## config.mk

```make
export PLATFORM = sky130hd
export DESIGN_NAME = fejkon_led_activity_flat
export DESIGN_NICKNAME = d
export VERILOG_FILES = /design/src/rtl/fejkon_led_pkg.sv /design/src/rtl/fejkon_led_activity_if.sv /design/src/rtl/fejkon_led_port.sv /design/src/rtl/fejkon_led_activity.sv /design/src/flat_wrapper.sv
export SDC_FILE = /design/constraint.sdc
export NUM_CORES = 1
export LEC_CHECK = 0
export BUFFER_PORTS_ARGS = -buffer_cell sky130_fd_sc_hd__buf_4
export CAP_MARGIN = 20
export CORE_MARGIN = 8
export CORE_UTILIZATION = 50
export CTS_CLUSTER_SIZE = 25
export DETAILED_ROUTE_END_ITERATION = 16
export HOLD_SLACK_MARGIN = 0.02
export PLACE_DENSITY = 0.69
export SYNTH_ARGS = -nofsm -noshare
export SYNTH_HDL_FRONTEND = slang
export SYNTH_HIERARCHICAL = 1
export SYNTH_SLANG_ARGS = --single-unit
```

## constraint.sdc

```tcl
create_clock -name clk -period 2.2 [get_ports clk]
set_input_delay 0.44 -clock clk [delete_from_list [all_inputs] [get_ports clk]]
set_output_delay 0.44 -clock clk [all_outputs]
set_load 0.01 [all_outputs]
```

## src/rtl/fejkon_led_pkg.sv

```systemverilog
// Shared types for the LED conditioning stage: activity states, ms-counter width, fast-sim tick divisor.
package fejkon_led_pkg;

  typedef enum logic [1:0] {
    IDLE = 2'd0,
    ON   = 2'd1,
    OFF  = 2'd2
  } act_state_t;

  localparam int FASTSIM_DIV = 16;

  typedef logic [7:0] ms_cnt_t;

endpackage

```

## src/rtl/fejkon_led_activity_if.sv

```systemverilog
// Per-port LED signal bundle between the FC port logic and fejkon_led; no flow control, every signal is level/strobe.
interface fejkon_led_activity_if #(
  parameter int Ports = 4
);

  logic [Ports-1:0] fcport_frame;
  logic [Ports-1:0] fcport_aligned_raw;
  logic [Ports-1:0] fcport_active;
  logic [Ports-1:0] fcport_aligned;
  logic             ms_tick;

  modport master (
    output fcport_frame,
    output fcport_aligned_raw,
    input  fcport_active,
    input  fcport_aligned,
    input  ms_tick
  );

  modport slave (
    input  fcport_frame,
    input  fcport_aligned_raw,
    output fcport_active,
    output fcport_aligned,
    output ms_tick
  );

endinterface

```

## src/rtl/fejkon_led_port.sv

```systemverilog
// One port: frame pulses -> rate-limited blink (active next cycle after a pulse from IDLE), raw alignment -> 2-FF sync + ms debounce.
// No backpressure; frames arriving during a blink are folded into a single pending flag.
module fejkon_led_port
  import fejkon_led_pkg::*;
#(
  parameter int StretchMs  = 50,
  parameter int DebounceMs = 20
) (
  input  logic clk,
  input  logic reset_n,
  input  logic ms_tick,
  input  logic frame,
  input  logic aligned_raw,
  output logic active,
  output logic aligned
);

  localparam ms_cnt_t StretchLast  = ms_cnt_t'(StretchMs - 1);
  localparam ms_cnt_t DebounceLast = ms_cnt_t'(DebounceMs - 1);

  act_state_t state, state_nxt;
  ms_cnt_t    cnt, cnt_nxt;
  logic       pending, pending_nxt;

  always_ff @(posedge clk or negedge reset_n) begin
    if (!reset_n) begin
      state   <= IDLE;
      cnt     <= '0;
      pending <= 1'b0;
    end else begin
      state   <= state_nxt;
      cnt     <= cnt_nxt;
      pending <= pending_nxt;
    end
  end

  // ON and OFF share the tick counting; only the exit decision differs.
  always_comb begin
    state_nxt   = state;
    cnt_nxt     = cnt;
    pending_nxt = pending;
    active      = (state == ON);
    case (state)
      IDLE: begin
        if (frame) begin
          state_nxt   = ON;
          cnt_nxt     = '0;
          pending_nxt = 1'b0;
        end
      end
      ON: begin
        pending_nxt = pending | frame;
        if (ms_tick) begin
          if (cnt == StretchLast) begin
            state_nxt = OFF;
            cnt_nxt   = '0;
          end else begin
            cnt_nxt = cnt + 8'd1;
          end
        end
      end
      OFF: begin
        pending_nxt = pending | frame;
        if (ms_tick) begin
          if (cnt == StretchLast) begin
            cnt_nxt     = '0;
            pending_nxt = 1'b0;
            state_nxt   = (pending || frame) ? ON : IDLE;
          end else begin
            cnt_nxt = cnt + 8'd1;
          end
        end
      end
      default: begin
        state_nxt   = IDLE;
        cnt_nxt     = '0;
        pending_nxt = 1'b0;
      end
    endcase
  end

  logic [1:0] sync_q;
  ms_cnt_t    deb_cnt;

  // Any cycle where the synchronised level agrees with the output restarts the count.
  always_ff @(posedge clk or negedge reset_n) begin
    if (!reset_n) begin
      sync_q  <= '0;
      deb_cnt <= '0;
      aligned <= 1'b0;
    end else begin
      sync_q <= {sync_q[0], aligned_raw};
      if (sync_q[1] != aligned) begin
        if (ms_tick) begin
          if (deb_cnt == DebounceLast) begin
            aligned <= sync_q[1];
            deb_cnt <= '0;
          end else begin
            deb_cnt <= deb_cnt + 8'd1;
          end
        end
      end else begin
        deb_cnt <= '0;
      end
    end
  end

endmodule

```

## src/rtl/fejkon_led_activity.sv

```systemverilog
// LED conditioning for all FC ports: free-running ms tick plus one fejkon_led_port per port.
// FEJKON_LED_FASTSIM_EN shrinks the tick divisor to FASTSIM_DIV for simulation; no backpressure anywhere.
module fejkon_led_activity
  import fejkon_led_pkg::*;
#(
  parameter int ReferenceClock = 50000000,
  parameter int Ports          = 4,
  parameter int StretchMs      = 50,
  parameter int DebounceMs     = 20
) (
  input  logic                  clk,
  input  logic                  reset_n,
  fejkon_led_activity_if.slave  led
);

`ifdef FEJKON_LED_FASTSIM_EN
  localparam int TickDiv = FASTSIM_DIV;
`else
  localparam int TickDiv = ReferenceClock / 1000;
`endif
  localparam int TickW = (TickDiv > 1) ? $clog2(TickDiv) : 1;
  localparam logic [TickW-1:0] TickLast = TickW'(TickDiv - 1);

  logic [TickW-1:0] tick_cnt;
  logic             ms_tick;
  logic [Ports-1:0] active_v;
  logic [Ports-1:0] aligned_v;

  always_ff @(posedge clk or negedge reset_n) begin
    if (!reset_n) begin
      tick_cnt <= '0;
    end else if (tick_cnt == TickLast) begin
      tick_cnt <= '0;
    end else begin
      tick_cnt <= tick_cnt + 1'b1;
    end
  end

  assign ms_tick = (tick_cnt == TickLast);

  for (genvar g = 0; g < Ports; g++) begin : g_port
    fejkon_led_port #(
      .StretchMs  (StretchMs),
      .DebounceMs (DebounceMs)
    ) u_port (
      .clk         (clk),
      .reset_n     (reset_n),
      .ms_tick     (ms_tick),
      .frame       (led.fcport_frame[g]),
      .aligned_raw (led.fcport_aligned_raw[g]),
      .active      (active_v[g]),
      .aligned     (aligned_v[g])
    );
  end

  assign led.ms_tick        = ms_tick;
  assign led.fcport_active  = active_v;
  assign led.fcport_aligned = aligned_v;

endmodule

```

## src/flat_wrapper.sv

```systemverilog
// flat-port wrapper written by rule: the top's interface ports become plain ports
module fejkon_led_activity_flat import fejkon_led_pkg::*;
#(
  parameter int ReferenceClock = 50000000,
  parameter int Ports          = 4,
  parameter int StretchMs      = 50,
  parameter int DebounceMs     = 20
)
  (clk, reset_n, led_fcport_frame, led_fcport_aligned_raw, led_fcport_active, led_fcport_aligned, led_ms_tick);
  fejkon_led_activity_if #(.Ports(Ports)) led_i ();
  input  logic clk;
  input  logic reset_n;
  input wire logic [$bits(led_i.fcport_frame)-1:0] led_fcport_frame;
  input wire logic [$bits(led_i.fcport_aligned_raw)-1:0] led_fcport_aligned_raw;
  output wire logic [$bits(led_i.fcport_active)-1:0] led_fcport_active;
  output wire logic [$bits(led_i.fcport_aligned)-1:0] led_fcport_aligned;
  output wire logic [$bits(led_i.ms_tick)-1:0] led_ms_tick;
  assign led_i.fcport_frame = led_fcport_frame;
  assign led_i.fcport_aligned_raw = led_fcport_aligned_raw;
  assign led_fcport_active = led_i.fcport_active;
  assign led_fcport_aligned = led_i.fcport_aligned;
  assign led_ms_tick = led_i.ms_tick;
  fejkon_led_activity #(.ReferenceClock(ReferenceClock), .Ports(Ports), .StretchMs(StretchMs), .DebounceMs(DebounceMs)) u_core (.clk(clk), .reset_n(reset_n), .led(led_i));
endmodule
```

==> results.cfg <==
[outcome]
outcome = finished, final reports clean

[route]
first_iter_violations = 263
antenna_left = 0
drc = 0
routed_via_density = 5.69
num_vias = 4276
drt-pass1-iter-count = 4
wire_per_inst_um = 14.1
drt_wl_total_um = 10600

[floorplanning]
core_area_um2 = 11200
die_x_um = 122
start_util = 0.504
dieArea_um2 = 15000
fp.dieH_um = 122
rows = 39
io-pin-count = 19

[sta]
grt_setup_unrepaired = true
worstMarginPinSlew_ns = 0.553
fmax_mhz = 478
hold_viol = 0
setup_ws_ns = 0.110
finalClockSkew_ns = 0.00773
finalSetupTns_ns = 0
setup_viol = 0
drv_slew = 0
period_needed_ns = 2.09
relSlewSlack = 0.629
min_period_over_period = 0.950
timing.hold.ws_ns = 0.200

[placed_design]
dpl.hpwl_um = 7700
portBuffers = 18
placed_area_um2 = 6040
finalWeightedCongestion = 0.811
dp_slack_ns = -0.0191
dp_cells = 726

[global_route]
grt_max_degree = 47
grt_pass1_wl_um = 18300
grt-ovfl-total = 0
grt_use_total = 0.149
grt_pass1_vias = 4152
antenna_found_initial = 0

[critical_path]
required_ns = 2.46
crit_type = flip-flop to flip-flop
path_max_fanout = 20
start_kind = flip-flop
endpoint_kind = flip-flop
arrival_ns = 2.35

[finish]
finish.utilization = 0.573
layout-drive-gt1-share = 0.143
final_cells = 752
multi_input_area_um2 = 2960
syn_to_final_growth_pct = 13.6
fill_cells = 957
stdcell_area_um2 = 6430
diodes = 0
seq_area_um2 = 2600
nets = 643

[cts]
clk_path_buf_depth = 2
cts.sinks = 104
cts_buffers = 9
htreeDepth = 3
clock_tree.root_cell = clkbuf_16
clkLatencyLatePin_ns = 0.35
clk_pin_slew_worst_paths_ns = 0.07
cts_tree = done

[synthesis]
ys_warn_count = 6
synth_cell_types = 49
syn_inst = 562
synth-main-ff-cell = dfrtp_1
syn_area_um2 = 5660
synth_area_per_cell_um2 = 10.1
yosys_register_bits = 104
async_flop_share = 1.00
synth_edf_count = 0
seq_area_frac_synth = 0.460
syn_nets = 601

[power]
power_mw = 4.80
p_per_area_nw_per_um2 = 747
ir_drop_uv = 576
leakage_nw = 2.89

[flow_run]
cap_viol_max_count = 0

[min_path]
hp-class = primary input to flip-flop
-- cells in the final DEF (no fill, tap or decap), types with 5 or more instances in the layout --
cell	netlist	final
clkbuf_16	0	9
a41oi_1	7	7
nand2_1	51	51
xor2_1	20	20
inv_1	22	22
nand4_1	20	20
nand3_1	33	33
buf_4	1	38
and3_1	13	12
a21oi_1	29	29
a22o_1	11	11
mux2_1	8	8
nor2_2	3	6
o21ai_1	10	10
or3_1	12	12
mux2i_1	6	6
nand2b_1	6	5
and2_1	11	11
nor2_1	52	49
ha_1	29	29
a31oi_1	18	18
o21ai_0	13	13
xnor2_1	12	12
dfrtp_1	104	104
-- final cells by class --
type	count	share of cell area
tap	143	0.0278
inverter	22	0.0128
timing repair buffer	41	0.0522
sequential	104	0.405
multi-input combinational	426	0.460
clock inverter	6	0.00681
clock buffer	10	0.0356
-- path summary, 6_finish.rpt --
kind                                                                  end                                         from  cells after the start  slack, ns
max                        u_core/g_port[2].u_port/deb_cnt[3]$_DFFE_PN0P_                u_core/tick_cnt[11]$_DFF_PN0_                      7       0.11
min                           u_core/g_port[0].u_port/sync_q[0]$_DFF_PN0_                    led_fcport_aligned_raw[0]                      1       0.20
max reg2reg                u_core/g_port[2].u_port/deb_cnt[3]$_DFFE_PN0P_                u_core/tick_cnt[11]$_DFF_PN0_                      7       0.11
min reg2reg                   u_core/g_port[2].u_port/sync_q[1]$_DFF_PN0_  u_core/g_port[2].u_port/sync_q[0]$_DFF_PN0_                      0       0.35
max in group asynchronous  u_core/g_port[1].u_port/deb_cnt[6]$_DFFE_PN0P_                                      reset_n                      3       1.08
min in group asynchronous  u_core/g_port[2].u_port/deb_cnt[4]$_DFFE_PN0P_                                      reset_n                      2       0.53
-- worst max-delay path, stage by stage, from the launching register on --
cell and delay (ns):
dfrtp_1 0.41, nor4bb_2 0.30, and4_4 0.29, buf_12 0.15
inv_1 0.07, a311oi_4 0.42, a41oi_1 0.16, a31oi_1 0.19
-- cell families after synthesis --
group / Yosys count / share of synthesized area
and+or+nand+nor: 239 / 0.235
AOI/OAI and AO/OA: 112 / 0.140
DFF: 104 / 0.460
xor gates and xnor gates: 32 / 0.0495
buffers and inverters: 32 / 0.0250
adders and majority gates: 29 / 0.0641
muxes: 14 / 0.0265
-- Yosys cell counts, types with 6 or more instances --
library cell	count	area, µm²
dfrtp_1	104	2600
nor2_1	52	195
nand2_1	51	191
nand3_1	33	165
a21oi_1	29	145
ha_1	29	363
inv_1	22	82.6
nand4_1	20	125
xor2_1	20	175
a31oi_1	18	113
and3_1	13	81.3
o21ai_0	13	65.1
or3_1	12	75.1
xnor2_1	12	105
a22o_1	11	96.3
and2_1	11	68.8
o21ai_1	10	50.1
buf_2	8	40.0
mux2_1	8	90.1
a41oi_1	7	61.3
mux2i_1	6	60.1
nand2b_1	6	37.5
-- per-layer routing --
layer  part of all wire  vias up  GRT usage  routed length [µm]
li1                   -     2130          -                   -
met1               0.46     2091      0.179                4920
met2               0.50       42      0.252                5290
met3              0.029       13     0.0396                 308
met4              0.011        0     0.0510                 118
met5                  0        -          0                   0
-- power by group --
group	total, mW	switching, mW	internal [mW]
logic	1.13	0.696	0.438
registers	2.20	0.149	2.05
clock network	1.47	0.695	0.773
-- repair_timing --
action	4_1_cts	5_1_grt
buffers inserted	0	9
pin swaps	0	7
endpoints found under the hold margin	19	0
hold buffers	1	0
gates resized for setup	3	9
endpoints found under the setup margin	8	37
-- registers in the layout, summed over array words and instances (netlist names) --
signal and flops:
u_core/tick_cnt 16, u_core/g_port.u_port/deb_cnt 32, u_core/g_port.u_port/aligned 4, u_core/g_port.u_port/cnt 32
u_core/g_port.u_port/sync_q 8, u_core/g_port.u_port/pending 4, u_core/g_port.u_port/state 8
No activity file was read; power rests on OpenSTA's default activity.
